### src/rtl/or_n_filtered.sv
// N-input OR combiner: per-input synchroniser and glitch filter, then mask, OR-reduce and register.
// Define OR_STICKY_EN to build the per-channel sticky source capture (src/clr); otherwise src reads 0.
module or_n_filtered #(
    parameter int N_IN        = 2,
    parameter int SYNC_STAGES = 2,
    parameter int FILT_CYCLES = 4
) (
    input  logic            clk,
    input  logic            rst_n,
    input  logic [N_IN-1:0] din,
    input  logic [N_IN-1:0] mask,
    input  logic            clr,
    output logic            dout,
    output logic            dout_rise,
    output logic            dout_fall,
    output logic [N_IN-1:0] src
);

    logic [N_IN-1:0] sync_q [SYNC_STAGES];
    logic [N_IN-1:0] s_w;
    logic [N_IN-1:0] f_w;

    always_ff @(posedge clk or negedge rst_n) begin
        if (!rst_n) begin
            for (int k = 0; k < SYNC_STAGES; k++) sync_q[k] <= '0;
        end else begin
            sync_q[0] <= din;
            for (int k = 1; k < SYNC_STAGES; k++) sync_q[k] <= sync_q[k-1];
        end
    end

    assign s_w = sync_q[SYNC_STAGES-1];

    generate
        if (FILT_CYCLES > 0) begin : g_filt
            localparam int CW = $clog2(FILT_CYCLES + 1);
            localparam logic [CW-1:0] CNT_LAST = CW'(FILT_CYCLES - 1);

            logic [N_IN-1:0] filt_q, filt_d;
            logic [CW-1:0]   cnt_q [N_IN];
            logic [CW-1:0]   cnt_d [N_IN];

            // A level change is accepted only after FILT_CYCLES consecutive disagreeing samples.
            always_comb begin
                filt_d = filt_q;
                for (int i = 0; i < N_IN; i++) begin
                    cnt_d[i] = '0;
                    if (s_w[i] != filt_q[i]) begin
                        if (cnt_q[i] == CNT_LAST) filt_d[i] = ~filt_q[i];
                        else                      cnt_d[i]  = cnt_q[i] + 1'b1;
                    end
                end
            end

            always_ff @(posedge clk or negedge rst_n) begin
                if (!rst_n) begin
                    filt_q <= '0;
                    for (int i = 0; i < N_IN; i++) cnt_q[i] <= '0;
                end else begin
                    filt_q <= filt_d;
                    for (int i = 0; i < N_IN; i++) cnt_q[i] <= cnt_d[i];
                end
            end

            assign f_w = filt_q;
        end else begin : g_bypass
            assign f_w = s_w;
        end
    endgenerate

    logic dout_q, dout_d;
    logic rise_q, rise_d;
    logic fall_q, fall_d;

    assign dout_d = |(f_w & mask);
    assign rise_d = ~dout_q & dout_d;
    assign fall_d = dout_q & ~dout_d;

    always_ff @(posedge clk or negedge rst_n) begin
        if (!rst_n) begin
            dout_q <= 1'b0;
            rise_q <= 1'b0;
            fall_q <= 1'b0;
        end else begin
            dout_q <= dout_d;
            rise_q <= rise_d;
            fall_q <= fall_d;
        end
    end

    assign dout      = dout_q;
    assign dout_rise = rise_q;
    assign dout_fall = fall_q;

`ifdef OR_STICKY_EN
    logic [N_IN-1:0] src_q, src_d;

    // Set term is OR-ed after the clear so a same-cycle set is never lost.
    assign src_d = (src_q & ~{N_IN{clr}}) | (f_w & mask);

    always_ff @(posedge clk or negedge rst_n) begin
        if (!rst_n) src_q <= '0;
        else        src_q <= src_d;
    end

    assign src = src_q;
`else
    logic unused_clr;
    assign unused_clr = clr;
    assign src        = '0;
`endif

endmodule

### config.mk
export PLATFORM = sky130hd
export DESIGN_NAME = or_n_filtered
export DESIGN_NICKNAME = d
export VERILOG_FILES = /design/src/rtl/or_n_filtered.sv
export SDC_FILE = /design/constraint.sdc
export NUM_CORES = 1
export LEC_CHECK = 0
export BUFFER_PORTS_ARGS = -buffer_cell sky130_fd_sc_hd__buf_2
export CAP_MARGIN = 20
export CORE_MARGIN = 2
export CORE_UTILIZATION = 39
export DETAILED_ROUTE_END_ITERATION = 12
export MAX_ROUTING_LAYER = met4
export REMOVE_ABC_BUFFERS = 1
export SYNTH_ARGS = -nofsm -noshare
export SYNTH_HDL_FRONTEND = slang
export SYNTH_SLANG_ARGS = --single-unit
### constraint.sdc
create_clock -name clk -period 1.34 [get_ports clk]
set_input_delay 0.067 -clock clk [delete_from_list [all_inputs] [get_ports clk]]
set_output_delay 0.067 -clock clk [all_outputs]
set_load 0.02 [all_outputs]
==> impl_metrics.toml <==
[run_status]
status = "complete, no violations"

[grt]
antenna_found_initial = 0
globalRouteOverflowTotal = 0
grt_start_max_net_pins = 16
grt_pass1_wl_um = 1300
grt_pass1_vias = 337
grtUsageTotal = 0.109

[floorplan]
die_x_um = 41.7
coreArea_mm2 = 0.00132
dieArea_mm2 = 0.00174
io_pins = 12
die_h_um = 41.7
initial_core_util = 0.420
num_rows = 13

[cells_and_area]
layout.nets = 60
syn2layout_area_growth_pct = 19.0
antenna_cells = 0
finalNonFillerCells = 65
drive_above_1_share = 0.340
fill_cells = 115

[yosys]
async_flop_share = 1.00
synth-simple-area-share = 0.149
yosys-mux-area-fraction = 0.0407
ys.flop_type = "dfrtp_1"
yosys.area.top_type = "dfrtp_1"
synth_most_common_cell = "dfrtp_1"
synth_compound_area_frac = 0.0136
synth_top_family_by_area = "simple AND/OR/NAND/NOR gates"
ys_seq_area_frac = 0.679
syn-instance-count = 36
synth_cell_types = 14
synthTopCellsByCount = "dfrtp_1, nor3b_1"
synthTopCellsByArea = "dfrtp_1, nor2b_4, ha_1"
synth_fa_ha_area_frac = 0.0452
synth_top_cell_area_share = 0.679
syn_avg_cell_area_um2 = 15.4
synthesis.area_um2 = 553
synth-edff-count = 0
ys_ff_latch = 15
synth-xor-area-share = 0.0317
yosys_warnings = 0

[timing]
setup_violations = 0
finalSetupTns_ns = 0
slew_violations = 0
fmax_mhz = 863
rsz0062_at_grt = "false"
hold_viol_final = 0
clock_skew_ns = 0.00169
fin_crit_sh = 0.865
period_minus_slack_ns = 1.16

[worst_hold_path]
min_path_type = "in2reg"

[setup_path]
worstSetupEndpointType = "register"
path_class = "reg2reg"
startpoint_type = "register"
cp.arrival_ns = 1.33
worstPathMaxFanout = 3
required_ns = 1.51

[pwr]
p_total_w = 0.00123
p_per_area_mw_per_mm2 = 1870
power_leakage_nw = 0.324
ir_drop_mv = 0.883

[drt]
vias = 297
drtPass1Iterations = 3
wl_per_cell_um = 10.8
drt_iter0_drc = 4
viasPerCell = 4.57
wl_um = 701
drc = 0
route.antenna.remaining_nets = 0

[clock_network]
clock-sinks = 15
insertion_delay_ns = 0.28
cts.repair.resized = 0
htreeDepth = 1
root_buffer = "clkbuf_4"
clk_pin_slew_ns = 0.08
numCtsBuffers = 3
cts_tree = "built"
cts_max_path_buffers = 2

[placement]
post-dp-hpwl_um = 521
dpl.cell_count = 58
routabilityCongestion = 0.589
port_buffers = 8

[job]
maxCapViolCount = 0
==> cell families after synthesis <==
kind of cell | Yosys count
AOI/OAI and AO/OA | 1
xor gates and xnor gates | 2
adders and majority gates | 2
buffers and inverters | 3
DFF | 15
muxes | 2
other | 1
and+or+nand+nor | 10
==> cell usage in the layout, fill, tap and decap left out, drive strengths merged <==
cell and count:
dfrtp 15, clkinv 1, nor2b 2, conb 2
nor3 2, a22oi 1, ha 2, clkbuf 3
buf 8, dlygate4sd3 3, mux2 2, and2 1
inv 1, nor2 1, xnor2 2, nor3b 4
==> through the flow <==
| stage | util | area (um^2) | hold WS [ns] | setup WS [ns] |
|---|---|---|---|---|
| finish | 0.500 | 658 | 0.0357 | 0.182 |
| global route | 0.500 | 658 | 0.0283 | 0.105 |
| CTS | 0.500 | 658 | 0.0305 | 0.162 |
| detailed placement | 0.456 | 601 | -0.0170 | 0.178 |
| global placement | 0.456 | 601 | -0.0355 | 0.222 |
| floorplan | - | 542 | -0.229 | 0.250 |
==> metal layers <==
| layer | share of wire | track usage | vias up |
|---|---|---|---|
| met1 | 0.41 | 0.116 | 140 |
| met5 | 0 | - | - |
| li1 | - | - | 141 |
| met4 | 0.046 | 0.0968 | 0 |
| met3 | 0.046 | 0.0391 | 5 |
| met2 | 0.50 | 0.159 | 11 |
==> registers in the layout, indices dropped and copies added, names as in the netlist <==
name and flops:
dout_fall 1, dout 1, f_w 2, sync_q 2, dout_rise 1, s_w 2, g_filt.cnt_q 6
==> area by class of cell <==
class	instances	area (um^2)	share of cell area
repair buffers	11	70.1	0.106
multi-input cells	19	163	0.247
inverters	1	3.75	0.00570
well taps	15	18.8	0.0285
clock inverters	1	5.00	0.00760
flip-flops and latches	15	375	0.570
clock buffers	3	22.5	0.0342
==> critical path, stage by stage, from the launching register on <==
cell and delay (ns):
dfrtp_1 0.36, ha_1 0.17, nor2b_4 0.17, mux2_2 0.34
==> report_power, final <==
group	leakage (nW)	internal, W	switching (W)
Sequential	0.189	0.000574	0.0000668
Combinational	0.118	0.000170	0.000172
Clock	0.0177	0.000111	0.000137
Total	0.324	0.000854	0.000377
==> final timing paths <==
check	start	endpoint	slack, ns	cells after the start
min reg2reg	sync_q[2]	s_w[0]	0.35	0
max in group asynchronous	rst_n	f_w[1]	0.90	2
min	mask[1]	dout	0.04	3
max	g_filt.cnt_q[0]	f_w[1]	0.18	3
min in group asynchronous	rst_n	dout	0.20	2
max reg2reg	g_filt.cnt_q[0]	f_w[1]	0.18	3
==> timing repair <==
item                                    4_1_cts  5_1_grt
buffers inserted                              0        0
endpoints found under the setup margin        0        0
hold buffers                                  3        0
hold endpoints to repair                     17        0
Note: power is estimated with default switching activity, not from simulation.
